$ cat src/rtl/read_fmps_test_link.sv
// Receive side of the FMPS test link: checks framing, magic and length of each
// packet, rejects repeated indices within an FA cycle and summarises each cycle.
module read_fmps_test_link #(
  parameter int MAGIC_WIDTH     = 16,
  parameter int MAGIC_START_BIT = 16,
  parameter int INDEX_WIDTH     = 5,
  parameter int INDEX_START_BIT = 10,
  parameter int NUM_DATA_WORDS  = 1
) (
  input  logic                          auroraUserClk,
  input  logic                          auroraReset,
  input  logic                          auroraChannelUp,
  input  logic                          auroraFAstrobe,
  input  logic [31:0]                   FMPS_TEST_AXI_STREAM_RX_tdata,
  input  logic                          FMPS_TEST_AXI_STREAM_RX_tvalid,
  input  logic                          FMPS_TEST_AXI_STREAM_RX_tlast,
  output logic                          FMPS_TEST_AXI_STREAM_RX_tready,
  input  logic [MAGIC_WIDTH-1:0]        expectedHeaderMagic,
  output logic                          statusStrobe,
  output logic [1:0]                    statusCode,
  output logic                          packetStrobe,
  output logic [INDEX_WIDTH-1:0]        packetIndex,
  output logic [32*NUM_DATA_WORDS-1:0]  packetData,
  output logic                          cycleStrobe,
  output logic [2**INDEX_WIDTH-1:0]     cycleIndexMask,
  output logic [INDEX_WIDTH:0]          cyclePacketCount
);

  localparam int MASK_W = 2**INDEX_WIDTH;
  localparam int CNT_W  = (NUM_DATA_WORDS > 1) ? $clog2(NUM_DATA_WORDS) : 1;
  localparam logic [CNT_W-1:0]       LAST_WORD = CNT_W'(NUM_DATA_WORDS - 1);
  localparam logic [MASK_W-1:0]      MASK_ONE  = MASK_W'(1);
  localparam logic [INDEX_WIDTH:0]   COUNT_ONE = (INDEX_WIDTH+1)'(1);

  localparam logic [1:0] CODE_OK     = 2'd0;
  localparam logic [1:0] CODE_MAGIC  = 2'd1;
  localparam logic [1:0] CODE_LENGTH = 2'd2;
  localparam logic [1:0] CODE_DUP    = 2'd3;

  typedef enum logic [1:0] {S_HEADER, S_DATA, S_DRAIN} state_t;

  state_t                         r_state;
  state_t                         w_state_next;
  logic [CNT_W-1:0]               r_word_cnt;
  logic [INDEX_WIDTH-1:0]         r_index;
  logic [MASK_W-1:0]              r_mask;
  logic [INDEX_WIDTH:0]           r_count;

  logic                           r_status_strobe;
  logic [1:0]                     r_status_code;
  logic                           r_packet_strobe;
  logic [INDEX_WIDTH-1:0]         r_packet_index;
  logic [32*NUM_DATA_WORDS-1:0]   r_packet_data;
  logic                           r_cycle_strobe;
  logic [MASK_W-1:0]              r_cycle_mask;
  logic [INDEX_WIDTH:0]           r_cycle_count;

  logic                           w_verdict;
  logic [1:0]                     w_code;
  logic                           w_complete;
  logic                           w_load_index;
  logic                           w_cnt_inc;
  logic                           w_dup;
  logic                           w_good;
  logic                           w_data_beat;
  logic [MASK_W-1:0]              w_onehot;
  logic [MAGIC_WIDTH-1:0]         w_magic;
  logic [INDEX_WIDTH-1:0]         w_hdr_index;
  logic [32*NUM_DATA_WORDS-1:0]   w_assembled;

  assign FMPS_TEST_AXI_STREAM_RX_tready = auroraChannelUp;
  assign w_magic     = FMPS_TEST_AXI_STREAM_RX_tdata[MAGIC_START_BIT +: MAGIC_WIDTH];
  assign w_hdr_index = FMPS_TEST_AXI_STREAM_RX_tdata[INDEX_START_BIT +: INDEX_WIDTH];
  assign w_data_beat = auroraChannelUp & FMPS_TEST_AXI_STREAM_RX_tvalid & (r_state == S_DATA);

  always_comb begin
    w_state_next = r_state;
    w_verdict    = 1'b0;
    w_code       = CODE_OK;
    w_complete   = 1'b0;
    w_load_index = 1'b0;
    w_cnt_inc    = 1'b0;
    if (!auroraChannelUp) begin
      // A dropped link abandons any partial packet without a verdict.
      w_state_next = S_HEADER;
    end else if (FMPS_TEST_AXI_STREAM_RX_tvalid) begin
      case (r_state)
        S_HEADER: begin
          if (FMPS_TEST_AXI_STREAM_RX_tlast) begin
            w_verdict = 1'b1;
            w_code    = CODE_LENGTH;
          end else if (w_magic != expectedHeaderMagic) begin
            w_verdict    = 1'b1;
            w_code       = CODE_MAGIC;
            w_state_next = S_DRAIN;
          end else begin
            w_load_index = 1'b1;
            w_state_next = S_DATA;
          end
        end
        S_DATA: begin
          if (r_word_cnt == LAST_WORD) begin
            if (FMPS_TEST_AXI_STREAM_RX_tlast) begin
              w_complete   = 1'b1;
              w_state_next = S_HEADER;
            end else begin
              w_verdict    = 1'b1;
              w_code       = CODE_LENGTH;
              w_state_next = S_DRAIN;
            end
          end else if (FMPS_TEST_AXI_STREAM_RX_tlast) begin
            w_verdict    = 1'b1;
            w_code       = CODE_LENGTH;
            w_state_next = S_HEADER;
          end else begin
            w_cnt_inc = 1'b1;
          end
        end
        S_DRAIN: begin
          if (FMPS_TEST_AXI_STREAM_RX_tlast) w_state_next = S_HEADER;
        end
        default: w_state_next = S_HEADER;
      endcase
    end
  end

  // A completion on the FA boundary belongs to the new cycle, whose mask starts empty.
  assign w_dup    = w_complete & r_mask[r_index] & ~auroraFAstrobe;
  assign w_good   = w_complete & ~w_dup;
  assign w_onehot = MASK_ONE << r_index;

  generate
    if (NUM_DATA_WORDS > 1) begin : g_stage
      logic [32*(NUM_DATA_WORDS-1)-1:0] r_stage;
      for (genvar gi = 0; gi < NUM_DATA_WORDS-1; gi++) begin : g_slot
        always_ff @(posedge auroraUserClk) begin
          if (w_data_beat && r_word_cnt == CNT_W'(gi))
            r_stage[32*gi +: 32] <= FMPS_TEST_AXI_STREAM_RX_tdata;
        end
      end
      assign w_assembled = {FMPS_TEST_AXI_STREAM_RX_tdata, r_stage};
    end else begin : g_no_stage
      assign w_assembled = FMPS_TEST_AXI_STREAM_RX_tdata;
    end
  endgenerate

  always_ff @(posedge auroraUserClk) begin
    if (auroraReset) r_state <= S_HEADER;
    else             r_state <= w_state_next;
  end

  always_ff @(posedge auroraUserClk) begin
    if (auroraReset) begin
      r_word_cnt      <= '0;
      r_index         <= '0;
      r_mask          <= '0;
      r_count         <= '0;
      r_status_strobe <= 1'b0;
      r_status_code   <= CODE_OK;
      r_packet_strobe <= 1'b0;
      r_packet_index  <= '0;
      r_packet_data   <= '0;
      r_cycle_strobe  <= 1'b0;
      r_cycle_mask    <= '0;
      r_cycle_count   <= '0;
    end else begin
      if (w_load_index) begin
        r_index    <= w_hdr_index;
        r_word_cnt <= '0;
      end else if (w_cnt_inc) begin
        r_word_cnt <= r_word_cnt + CNT_W'(1);
      end

      r_status_strobe <= w_verdict | w_complete;
      r_status_code   <= w_complete ? (w_dup ? CODE_DUP : CODE_OK) : w_code;
      r_packet_strobe <= w_good;
      if (w_good) begin
        r_packet_index <= r_index;
        r_packet_data  <= w_assembled;
      end

      r_cycle_strobe <= auroraFAstrobe;
      if (auroraFAstrobe) begin
        r_cycle_mask  <= r_mask;
        r_cycle_count <= r_count;
        r_mask        <= w_good ? w_onehot : '0;
        r_count       <= w_good ? COUNT_ONE : '0;
      end else if (w_good) begin
        r_mask  <= r_mask | w_onehot;
        r_count <= r_count + COUNT_ONE;
      end
    end
  end

  assign statusStrobe     = r_status_strobe;
  assign statusCode       = r_status_code;
  assign packetStrobe     = r_packet_strobe;
  assign packetIndex      = r_packet_index;
  assign packetData       = r_packet_data;
  assign cycleStrobe      = r_cycle_strobe;
  assign cycleIndexMask   = r_cycle_mask;
  assign cyclePacketCount = r_cycle_count;

endmodule
$ cat config.mk
export PLATFORM = sky130hd
export DESIGN_NAME = read_fmps_test_link
export DESIGN_NICKNAME = d
export VERILOG_FILES = /design/src/rtl/read_fmps_test_link.sv
export SDC_FILE = /design/constraint.sdc
export NUM_CORES = 1
export LEC_CHECK = 0
export BUFFER_PORTS_ARGS = -buffer_cell sky130_fd_sc_hd__buf_4
export CAP_MARGIN = 20
export CORE_MARGIN = 2
export CORE_UTILIZATION = 53
export CTS_BUF_LIST = sky130_fd_sc_hd__clkbuf_16
export CTS_CLUSTER_DIAMETER = 100
export DETAILED_ROUTE_END_ITERATION = 12
export GPL_ROUTABILITY_DRIVEN = 1
export HOLD_SLACK_MARGIN = 0.1
export PLACE_DENSITY = 0.79
export SYNTH_ARGS = -nofsm -noshare
export SYNTH_HDL_FRONTEND = slang
export SYNTH_SLANG_ARGS = --single-unit
$ cat constraint.sdc
create_clock -name auroraUserClk -period 2.7 [get_ports auroraUserClk]
set_input_delay 0.405 -clock auroraUserClk [delete_from_list [all_inputs] [get_ports auroraUserClk]]
set_output_delay 0.405 -clock auroraUserClk [all_outputs]
set_load 0.03 [all_outputs]
==> impl_results.md, run 1 <==
* Run status: finished, final reports clean
* Count of distinct cell types in the synthesized netlist at 49
* Pin count of the biggest net entering global routing at 66
* Most common flop cell mapped by yosys: sky130_fd_sc_hd__dfxtp_1
* Boundary Pins at 135
* Part of the cycle the worst path needs at 95.86%
* Antenna diode count at 0
* Instance count after placement with tap cells included at 775
* Average detailed-routed wire length per instance at 17.12 µm
* Count of final max-slew check failures at 0
* Final cell count without fillers at just over 800
* Kind of start point of the critical path: register
* Clock Latency Late Sink at between 0.4 and 0.5 ns
* Sum of internal, switching and leakage power at around 4.4 mW
* Area share of the largest cell type after synthesis at 48.51%
* Top cells by area, synth: sky130_fd_sc_hd__dfxtp_1 49%, sky130_fd_sc_hd__mux2i_1 11%, sky130_fd_sc_hd__a32o_1 4.6%, sky130_fd_sc_hd__nand3_1 4.3%, sky130_fd_sc_hd__a21oi_1 4.1%
* DRC at 0
* Post-synth net total at roughly 600
* Synthesized flop and latch total at 126
* Worst vdd rail ir drop at 0.4984 mV
* Number of detailed-route iterations in the first pass at 5
* Number of flops mapped to enable cells by yosys at 0
* Initial antenna violation count at 0
* Number of port buffers at 134
* Final nets at 720
* Post-cts resize count at 0
* Maximum buffer depth of the clock tree at 2
* Worst hold margin at 0.2680 ns
* Clock Skews at 0.008722 ns
* Vias/cell at ~5.8
* Data arrival time of the worst path at 2.93 ns
* Root buffer cell: sky130_fd_sc_hd__clkbuf_16
* Worst slew margin relative to its limit at 37.00%
* Overall global routing resource usage at roughly 26%
* Ratio of total power to cell area at 640.2 nW/µm²
* Vias in the first global route at 4,259
* H-tree levels at 4
* Overall die width at 103.1 µm
* Post-DRT Antenna Nets at 0
* Number of hold violations in the final report at 0
* Remaining Overflow, GRT at 0
* Iteration-0 DRC Markers at 319
* Aggregate routed wire length at 13.85 mm
* Initial Utilization at 53.95%
* Unrepaired setup endpoints after global routing: no
* CTS tree: yes
* Placed wire-length estimate at 9.361 mm
* Sort of element at the end of the critical path: register
* Type of the worst min-delay path: input port to register
* Pin slew with the least headroom to its limit at roughly 0.94 ns
* Number of instances in the synthesized netlist at roughly 550
* Setup Crit Path Kind: register to register
* Share of synthesized registers carrying an async set or reset at 0%
* Max-cap viol count at 0
* Leakage at 2.866 nW
* Top fanout value on the critical path at 24
* Yosys Warn Count at 0
* Die Outline Area at 10,620 µm²
* Final-layout setup total negative slack at 0 ns
* Average instance area after synthesis at 9.524 µm²
* Share of the yosys chip area belonging to registers at 48.51%
* Final number of setup-violating endpoints at 0
* Clock edge transition at the registers on the reported setup and hold paths at 0.06 ns
* Row count at 36
* Fraction of layout instances using a drive strength above 1 at ~28%
* Core area at 9639 µm²
* Die Ht at 103.1 µm
* Data required time at the worst endpoint at 3.04 ns
* Clock sink total at roughly 130
* Cell accounting for the most synthesized area: sky130_fd_sc_hd__dfxtp_1
* Count of vias placed by the detailed router at 4,685
* Wire length of the first global-routing pass at 21.09 mm
* Achievable frequency at 386.4 MHz
* Number of buffers created by CTS at 17
* Cell Area, Synth at 5200 µm²
* Signed area change from the synthesized netlist to the final layout at 33.23%
* Placer's final routability congestion estimate at 0.9040
* Minimum clock period at approximately 2.6 ns
## what timing repair did
action	CTS	global route
hold buffers	0	0
setup buffers	0	2
setup endpoints to repair	0	32
## Yosys cell counts (3+ instances only)
library cell / number
sky130_fd_sc_hd__ha_1: 3
sky130_fd_sc_hd__buf_1: 9
sky130_fd_sc_hd__buf_2: 5
sky130_fd_sc_hd__nand3_1: 45
sky130_fd_sc_hd__nand2b_1: 6
sky130_fd_sc_hd__a21oi_1: 43
sky130_fd_sc_hd__xor2_1: 16
sky130_fd_sc_hd__nor4_1: 5
sky130_fd_sc_hd__inv_1: 5
sky130_fd_sc_hd__nor2_1: 56
sky130_fd_sc_hd__o21ai_0: 40
sky130_fd_sc_hd__clkbuf_1: 31
sky130_fd_sc_hd__nor3_1: 5
sky130_fd_sc_hd__nor2b_1: 4
sky130_fd_sc_hd__and2_1: 3
sky130_fd_sc_hd__a32o_1: 24
sky130_fd_sc_hd__mux2i_1: 55
sky130_fd_sc_hd__nand2_1: 14
sky130_fd_sc_hd__buf_4: 4
sky130_fd_sc_hd__dfxtp_1: 126
sky130_fd_sc_hd__mux4_2: 4
sky130_fd_sc_hd__or3_1: 4
sky130_fd_sc_hd__a22o_1: 9
## worst paths after layout
path	from	endpoint	slack [ns]	cells after the start
max	r_index[0]	r_mask[15]	0.11	5
min reg2reg	packetData[8]	packetData[8]	0.47	2
min	FMPS_TEST_AXI_STREAM_RX_tdata[14]	r_index[4]	0.27	3
max reg2reg	r_index[0]	r_mask[15]	0.11	5
## critical path, cell delays in order, from the launching register on
cell	delay, ns
sky130_fd_sc_hd__dfxtp_1	0.45
sky130_fd_sc_hd__mux4_2	0.56
sky130_fd_sc_hd__a22o_1	0.27
sky130_fd_sc_hd__or4b_1	0.56
sky130_fd_sc_hd__nand2_2	0.42
sky130_fd_sc_hd__a32o_1	0.26
## through the flow
step	util, %	setup WS, ns	cell area, µm²
global route	71.87	0.02257	6928
global placement	65.26	0.2867	6291
detailed placement	65.26	0.1345	6291
CTS	71.72	0.06341	6913
floorplan	-	0.4513	5200
finish	71.87	0.1118	6928
## area by class of cell
cell class,count,area (µm²)
inverter,5,18.77
clock buffer,17,425.4
sequential,126,2522
multi-input combinational,365,2462
fill,724,2711
tap,133,166.4
clock inverter,15,196.4
timing repair buffer,148,1136
## cells in the final DEF (no fill, tap or decap), types with 6 or more instances in the layout
master,instances
sky130_fd_sc_hd__a21oi_1,43
sky130_fd_sc_hd__nor2_1,55
sky130_fd_sc_hd__o21ai_0,40
sky130_fd_sc_hd__buf_4,146
sky130_fd_sc_hd__nand3_1,45
sky130_fd_sc_hd__mux2i_1,55
sky130_fd_sc_hd__a32o_1,24
sky130_fd_sc_hd__clkbuf_16,17
sky130_fd_sc_hd__xor2_1,16
sky130_fd_sc_hd__dfxtp_1,126
sky130_fd_sc_hd__a22o_1,9
sky130_fd_sc_hd__nand2b_1,6
sky130_fd_sc_hd__inv_1,6
sky130_fd_sc_hd__nand2_1,14
## where the power goes
part	internal (mW)	total, mW	switching, mW
Sequential	1.86	1.86	0.00106
Clock	1.54	2.38	0.844
Combinational	0.0874	0.187	0.0995
## layer usage
layer	track usage, %	vias to the layer above	share of wire, %	routed length [µm]
li1	-	2217	-	-
met1	32.55	2254	42	5853
met2	42.91	192	49	6726
met3	6.237	22	7.4	1024
met4	7.895	0	1.8	243
met5	0	-	0	0
## state kept, by name (all words and copies together) (netlist names)
| signal | flops |
|---|---|
| cycleIndexMask | 32 |
| packetData | 32 |
| r_mask | 32 |
| cyclePacketCount | 6 |
| r_count | 6 |
| packetIndex | 5 |
| r_index | 5 |
| r_state | 2 |
| statusCode | 2 |
| cycleStrobe | 1 |
| packetStrobe | 1 |
| r_word_cnt | 1 |
| statusStrobe | 1 |
## cell families (layout without fill, tap and decap cells)
logic type               count (synthesis)  after routing  synth area share, %
adder cells (fa/ha/maj)                  3              3               0.7219
AO/OA/AOI/OAI                          134            134                17.01
flip-flops                             126            126                48.51
multiplexers                            59             59                12.32
AND/OR/NAND/NOR                        153            153                14.22
buffers and inverters                   55            185                4.523
XOR/XNOR                                16             16                2.695
Note: power is estimated with default switching activity, not from simulation.
==> inputs of run 2 (changes only) <==
--- a/config.mk
+++ b/config.mk
@@ -8,13 +8,14 @@
 export BUFFER_PORTS_ARGS = -buffer_cell sky130_fd_sc_hd__buf_4
 export CAP_MARGIN = 20
 export CORE_MARGIN = 2
-export CORE_UTILIZATION = 53
+export CORE_UTILIZATION = 33
 export CTS_BUF_LIST = sky130_fd_sc_hd__clkbuf_16
 export CTS_CLUSTER_DIAMETER = 100
 export DETAILED_ROUTE_END_ITERATION = 12
 export GPL_ROUTABILITY_DRIVEN = 1
 export HOLD_SLACK_MARGIN = 0.1
-export PLACE_DENSITY = 0.79
+export PLACE_DENSITY = 0.53
+export SKIP_LAST_GASP = 1
 export SYNTH_ARGS = -nofsm -noshare
 export SYNTH_HDL_FRONTEND = slang
 export SYNTH_SLANG_ARGS = --single-unit
==> run 2 against run 1 <==
Against the previous run: combinational power is essentially flat; setup slack gained 0.053 ns; critical path type unchanged; worst hold slack lost 0.012 ns; largest cell class unchanged; design area grew 1.8%; via count shrank 3.5%; non-clock buffer count grew 4; final cell count grew 10%; routed wire length grew 4.8%.
==> impl_results.md, run 2 (synthesis results as in run 1) <==
* Cells traversed along the worst timing path: mux4_2 > a22o_1 > or4b_1 > nand2_2 > a32o_1
* Reg2Reg Capture Point: r_mask[15]
* Data required time at the worst endpoint at 3.06 ns (+0.02 ns)
* Ratio of total power to cell area at 629.5 nW/µm² (-1.7%)
* Combined buffer and inverter count along the critical path at 0 (unchanged)
* Data arrival time of the worst path at 2.89 ns (-0.04 ns)
* Number of hold violations in the final report at 0 (unchanged)
* Max-cap viol count at 0 (unchanged)
* Vias in the first global route at 4,197 (-1.5%)
* DRC at 0 (unchanged)
* Sort of element at the end of the critical path: register
* Placed wire-length estimate at 10.12 mm (+8.1%)
* Sum of internal, switching and leakage power at 4.441 mW (+0.13%)
* Initial Utilization at 33.95% (-20 points)
* Maximum buffer depth of the clock tree at 2 (unchanged)
* Most frequent cells in the layout: 150 x sky130_fd_sc_hd__buf_4, 126 x sky130_fd_sc_hd__dfxtp_1, 55 x sky130_fd_sc_hd__mux2i_1, 55 x sky130_fd_sc_hd__nor2_1, 45 x sky130_fd_sc_hd__nand3_1
* Worst reg2reg path depth at 5 (unchanged)
* Switching part of the total power at 21.47% (+0.16 points)
* Die Outline Area at 16,780 µm² (+58%)
* Part of the cycle the worst path needs at 93.89% (-2.0 points)
* Most common cell after layout, fill and taps aside: sky130_fd_sc_hd__buf_4
* Achievable frequency at 394.5 MHz (+2.1%)
* Instance count after placement with tap cells included at 858 (+11%)
* Final-layout setup total negative slack at 0 ns (unchanged)
* Fraction of layout instances using a drive strength above 1 at 28.68% (+0.72 points)
* Post-cts resize count at 0 (unchanged)
* Setup slack on the worst flop-to-flop path at 0.17 ns (+0.05 ns)
* Share of power burned in combinational logic at 4.2% (about the same)
* Top fanout value on the critical path at 24 (unchanged)
* Antenna diode count at 0 (unchanged)
* Number of port buffers at 134 (unchanged)
* Initial antenna violation count at 0 (unchanged)
* Final cell count without fillers at 891 (+10%)
* Clock Latency Late Sink at 0.42 ns (about the same)
* Final nets at 724 (+0.56%)
* Final number of setup-violating endpoints at 0 (unchanged)
* Clock edge transition at the registers on the reported setup and hold paths at 0.06 ns (about the same)
* Worst reg2reg startpoint: r_index[0]
* Count of final max-slew check failures at 0 (unchanged)
* Leakage at 2.888 nW (+0.76%)
* Minimum clock period at 2.535 ns (-0.05333 ns)
* Worst slew margin relative to its limit at 50.66% (+14 points)
* Internal power at 3.487 mW (about the same)
* Critical hold path startpoint: FMPS_TEST_AXI_STREAM_RX_tdata[9]
* Aggregate routed wire length at 14.52 mm (+4.8%)
* H-tree levels at 4 (unchanged)
* Type of the worst min-delay path: input port to register
* Hold-fix buffers, CTS at 0 (unchanged)
* Clk network pwr share at 53.8% (about the same)
* Boundary Pins at 135 (unchanged)
* Overall global routing resource usage at 17.32% (-8.2 points)
* Worst hold margin at 0.2558 ns (-0.01219 ns)
* Die Ht at 129.5 µm (+26%)
* Signed area change from the synthesized netlist to the final layout at 35.66%
* Iteration-0 DRC Markers at 263 (-18%)
* Overall die width at 129.5 µm (+26%)
* Pin slew with the least headroom to its limit at 0.7334 ns (-0.2030 ns)
* Sw power at 953.2 µW (+0.88%)
* Kind of start point of the critical path: register
* Unrepaired setup endpoints after global routing: no
* Run status: finished, final reports clean
* Count of vias placed by the detailed router at 4,522 (-3.5%)
* Maximum single-stage delay on the critical path at 0.56 ns (about the same)
* Wire length of the first global-routing pass at 22.50 mm (+6.7%)
* Remaining Overflow, GRT at 0 (unchanged)
* Number of detailed-route iterations in the first pass at 5 (unchanged)
* Clock sink total at 126 (unchanged)
* Setup Crit Path Kind: register to register
* Clock Skews at 0.005325 ns (-0.003397 ns)
* Slowest CP cell: sky130_fd_sc_hd__or4b_1
* CTS tree: yes
* Vias/cell at 5.075 (-12%)
* Core area at 15,310 µm² (+59%)
* Post-DRT Antenna Nets at 0 (unchanged)
* Number of buffers created by CTS at 17 (unchanged)
* CP top delay family: simple AND/OR/NAND/NOR gates
* Root buffer cell: sky130_fd_sc_hd__clkbuf_16
* Worst vdd rail ir drop at 0.3811 mV (-24%)
* Sequential cell fraction of total power at 42.0% (about the same)
* Average detailed-routed wire length per instance at 16.29 µm (-4.8%)
* Placer's final routability congestion estimate at 0.8093 (-10%)
* Capture endpoint of the worst hold path: packetData[9]
* Row count at 45 (+25%)
* Pin count of the biggest net entering global routing at 67 (+1.5%)
* Hold Crit Depth at 3 (unchanged)
[run 2: changes by cell type in the layout (fill, tap and decap cells not counted)]
cell,before,now
sky130_fd_sc_hd__buf_4,146,150
sky130_fd_sc_hd__clkinv_1,2,1
sky130_fd_sc_hd__clkinv_2,0,3
sky130_fd_sc_hd__clkinv_4,3,2
sky130_fd_sc_hd__inv_1,6,5
[run 2: what timing repair did]
item,4_1_cts,5_1_grt
setup endpoints to repair,0,32
hold endpoints to repair,0,0
buffers inserted,0,1
[run 2: cell type report]
class                   instances  area (µm²)
inverters                       5       18.77
flip-flops and latches        126        2522
fillers                      1492        8260
clock buffers                  17       425.4
well taps                     211       264.0
clock inverters                15       195.2
multi-input cells             365        2462
repair buffers                152        1166
[run 2: power groups by stage]
stage | logic [mW] | registers, mW | clock network (mW)
floorplan | 0.0871 | 1.91 | 0
global placement | 0.186 | 1.90 | 0
detailed placement | 0.187 | 1.90 | 0
CTS | 0.188 | 1.86 | 2.43
global route | 0.201 | 1.86 | 2.51
finish | 0.186 | 1.86 | 2.39
[run 2: metrics by stage]
step | worst slack (ns) | utilization, % | cell area [µm²]
floorplan | 0.4513 | - | 5200
global placement | 0.2615 | 41.96 | 6426
detailed placement | 0.1401 | 41.96 | 6426
CTS | 0.1139 | 46.01 | 7047
global route | 0.007801 | 46.06 | 7054
finish | 0.1651 | 46.06 | 7054
[run 2: per-layer routing]
| metal | vias up | part of all wire (%) | GRT usage, % | routed length, µm |
|---|---|---|---|---|
| met5 | - | 0 | 0 | 0 |
| met4 | 0 | 1.2 | 5.756 | 175 |
| met3 | 17 | 6.7 | 5.120 | 968 |
| met2 | 141 | 45 | 26.81 | 6559 |
| met1 | 2150 | 47 | 23.22 | 6812 |
| li1 | 2214 | - | - | - |
[run 2: worst min-delay path: stages]
cell and delay, ns:
sky130_fd_sc_hd__buf_4 0.10, sky130_fd_sc_hd__o21ai_0 0.06, sky130_fd_sc_hd__a21oi_1 0.06
[run 2: worst max path at each step]
| stage | to | cells after the start | slack [ns] | from |
|---|---|---|---|---|
| final | r_mask[15] | 5 | 0.17 | r_index[0] |
| after global routing | r_mask[15] | 5 | 0.008 | r_index[0] |
| after CTS | r_mask[19] | 7 | 0.11 | r_index[0] |
| after detailed placement | r_mask[21] | 7 | 0.14 | r_index[0] |
| after global placement | r_count[3] | 6 | 0.26 | r_index[0] |
| after floorplan | r_count[5] | 8 | 0.45 | r_index[0] |
==> inputs of run 3 (changes only) <==
--- a/config.mk
+++ b/config.mk
@@ -9,13 +9,13 @@
 export CAP_MARGIN = 20
 export CORE_MARGIN = 2
 export CORE_UTILIZATION = 33
-export CTS_BUF_LIST = sky130_fd_sc_hd__clkbuf_16
+export CTS_BUF_LIST = sky130_fd_sc_hd__clkbuf_2
 export CTS_CLUSTER_DIAMETER = 100
 export DETAILED_ROUTE_END_ITERATION = 12
 export GPL_ROUTABILITY_DRIVEN = 1
 export HOLD_SLACK_MARGIN = 0.1
 export PLACE_DENSITY = 0.53
-export SKIP_LAST_GASP = 1
+export RECOVER_POWER = 50
 export SYNTH_ARGS = -nofsm -noshare
 export SYNTH_HDL_FRONTEND = slang
 export SYNTH_SLANG_ARGS = --single-unit
==> run 3 against run 2 <==
Against the previous run: clock skew is 0.012 ns higher; utilization fell by 1.2 points; clock-buffer cell count did not move; power shrank 23%; sequential power about the same; maximum frequency increased by 2.5%; setup slack improved by 0.062 ns; critical path type unchanged; critical endpoint is now r_count[3].
==> impl_results.md, run 3 (synthesis results as in run 1) <==
* Run status: finished, final reports clean
* Maximum single-stage delay on the critical path at 0.58 ns (+0.02 ns)
* Aggregate routed wire length at 14.82 mm (+2.1%)
* Kind of start point of the critical path: register
* Instance count after placement with tap cells included at 858 (unchanged)
* Achievable frequency at 404.3 MHz (+2.5%)
* Setup Crit Path Kind: register to register
* Sequential cell fraction of total power at 54.4% (+12 points)
* GR Layer Usage met2 at 27.55% (+0.74 points)
* Final nets at 763 (+5.4%)
* Most frequent cells in the layout: 125 x sky130_fd_sc_hd__dfxtp_1, 86 x sky130_fd_sc_hd__buf_4, 64 x sky130_fd_sc_hd__clkbuf_1
* Number of detailed-route iterations in the first pass at 4 (-1)
* Slowest CP cell: sky130_fd_sc_hd__or4b_1
* Number of hold violations in the final report at 0 (unchanged)
* Post-DRT Antenna Nets at 0 (unchanged)
* Number of buffers created by CTS at 17 (unchanged)
* Met3 Use GR at 5.244% (+0.12 points)
* H-tree levels at 4 (unchanged)
* Data required time at the worst endpoint at 3.34 ns (+0.28 ns)
* Type of the worst min-delay path: register to register
* Internal power at 2.591 mW (-26%)
* Clock Skews at 0.01774 ns (+0.01241 ns)
* Root buffer cell: sky130_fd_sc_hd__clkbuf_2
* Initial antenna violation count at 0 (unchanged)
* Maximum buffer depth of the clock tree at 2 (unchanged)
* Vias/cell at 5.022 (-1.1%)
* Clk network pwr share at 38.9% (-15 points)
* Count of final max-slew check failures at 0 (unchanged)
* Placed wire-length estimate at 10.12 mm (unchanged)
* Signed area change from the synthesized netlist to the final layout at 32.03%
* End-of-flow core utilization at 44.83% (-1.2 points)
* Sw power at 839.8 µW (-12%)
* Row count at 45 (unchanged)
* Worst reg2reg path depth at 6 (+1)
* Iteration-0 DRC Markers at 283 (+7.6%)
* DRC at 0 (unchanged)
* CTS tree: yes
* Fraction of layout instances using a drive strength above 1 at 18.50% (-10 points)
* Remaining Overflow, GRT at 0 (unchanged)
* Most common cell after layout, fill and taps aside: sky130_fd_sc_hd__dfxtp_1
* Top fanout value on the critical path at 20 (-17%)
* Part of the cycle the worst path needs at 91.60% (-2.3 points)
* Clock Latency Late Sink at 0.69 ns (+0.27 ns)
* Clock edge transition at the registers on the reported setup and hold paths at 0.19 ns (+0.13 ns)
* Hold Crit Depth at 2 (-1)
* Max-cap viol count at 0 (unchanged)
* Cells traversed along the worst timing path: mux4_2 > a22o_1 > or4b_1 > buf_4 > a21oi_1 > mux2i_1
* Boundary Pins at 135 (unchanged)
* Number of port buffers at 134 (unchanged)
* Overall die width at 129.5 µm (unchanged)
* Die Outline Area at 16,780 µm² (unchanged)
* Placer's final routability congestion estimate at 0.8093 (unchanged)
* Share of power burned in combinational logic at 6.7% (+2.5 points)
* Leakage at 2.642 nW (-8.5%)
* Unrepaired setup endpoints after global routing: no
* Average detailed-routed wire length per instance at 15.94 µm (-2.2%)
* Worst slew margin relative to its limit at 31.12% (-20 points)
* Filler cell count at 1,527 (+2.3%)
* Worst vdd rail ir drop at 0.2587 mV (-32%)
* Wire length of the first global-routing pass at 22.97 mm (+2.1%)
* Die Ht at 129.5 µm (unchanged)
* Pin slew with the least headroom to its limit at 1.033 ns (+0.2998 ns)
* Ratio of total power to cell area at 499.7 nW/µm² (-21%)
* Pin count of the biggest net entering global routing at 67 (unchanged)
* Vias in the first global route at 4,349 (+3.6%)
* Final-layout setup total negative slack at 0 ns (unchanged)
* Core area at 15,310 µm² (unchanged)
* Initial Utilization at 33.95% (unchanged)
* Count of vias placed by the detailed router at 4,670 (+3.3%)
* Minimum clock period at 2.473 ns (-0.06167 ns)
* Final cell count without fillers at 930 (+4.4%)
* Sort of element at the end of the critical path: register
* Overall global routing resource usage at 17.55% (+0.23 points)
* Met1 capacity usage during global routing at 23.63% (+0.41 points)
* Clock sink total at 126 (unchanged)
* Switching part of the total power at 24.48% (+3.0 points)
* Final number of setup-violating endpoints at 0 (unchanged)
* Most heavily used metal layer in global routing: met2
* Antenna diode count at 0 (unchanged)
* Data arrival time of the worst path at 3.11 ns (+0.22 ns)
==> run 3: changes by cell type in the layout (fill, tap and decap cells not counted), sizes merged <==
cell and delta:
buf -64, clkbuf +65, dlygate4sd3 +38
==> run 3: critical path: cells and delay by family (launching register included) <==
kind	cells	cell delay, ns
buffers and inverters	1	0.26
AOI/OAI and AO/OA	2	0.44
muxes	2	0.71
and+or+nand+nor	1	0.58
DFF	1	0.43
==> run 3: final cells by class <==
type                       count  area, µm²  area share, %
inverter                       5      18.77         0.2734
sequential                   126       2524          36.76
multi-input combinational    365       2467          35.94
clock inverter                15      195.2          2.843
clock buffer                  17      85.08          1.239
timing repair buffer         191       1311          19.10
tap                          211      264.0          3.845
==> run 3: what timing repair did <==
| item | in CTS | in global routing |
|---|---|---|
| resized for setup | 0 | 2 |
| endpoints found under the setup margin | 0 | 30 |
| setup buffers | 0 | 2 |
| hold buffers | 38 | 0 |
| hold endpoints to repair | 73 | 0 |
==> run 3: final timing paths <==
check	startpoint	to	slack, ns
worst min register to register	packetData[29]	packetData[29]	0.48
worst max-delay path	r_index[0]	r_count[3]	0.23
worst max register to register	r_index[0]	r_count[3]	0.23
worst min-delay path	packetData[29]	packetData[29]	0.48
==> run 3: routing by layer <==
metal	vias up	routed length (µm)
li1	2298	-
met1	2237	7050
met2	126	6792
met3	9	870
met4	0	106
met5	-	0
==> run 3: power by group through the flow <==
stage	Combinational [mW]	Sequential, mW	Clock, mW
2_1_floorplan	0.0871	1.91	0
3_3_place_gp	0.186	1.90	0
3_5_place_dp	0.187	1.90	0
4_1_cts	0.232	1.87	1.38
5_1_grt	0.247	1.87	1.47
6_report	0.229	1.87	1.34
==> run 3: metrics by stage <==
| stage | worst slack, ns | hold slack (ns) | instance area (µm²) | power [mW] |
|---|---|---|---|---|
| 2_1_floorplan | 0.4513 | 0.4430 | 5200 | 1.995 |
| 3_3_place_gp | 0.2615 | 0.4532 | 6426 | 2.090 |
| 3_5_place_dp | 0.1401 | 0.4618 | 6426 | 2.091 |
| 4_1_cts | 0.08337 | 0.4356 | 7087 | 3.478 |
| 5_1_grt | 0.08970 | 0.4199 | 6865 | 3.582 |
| 6_report | 0.2268 | 0.4802 | 6865 | 3.430 |
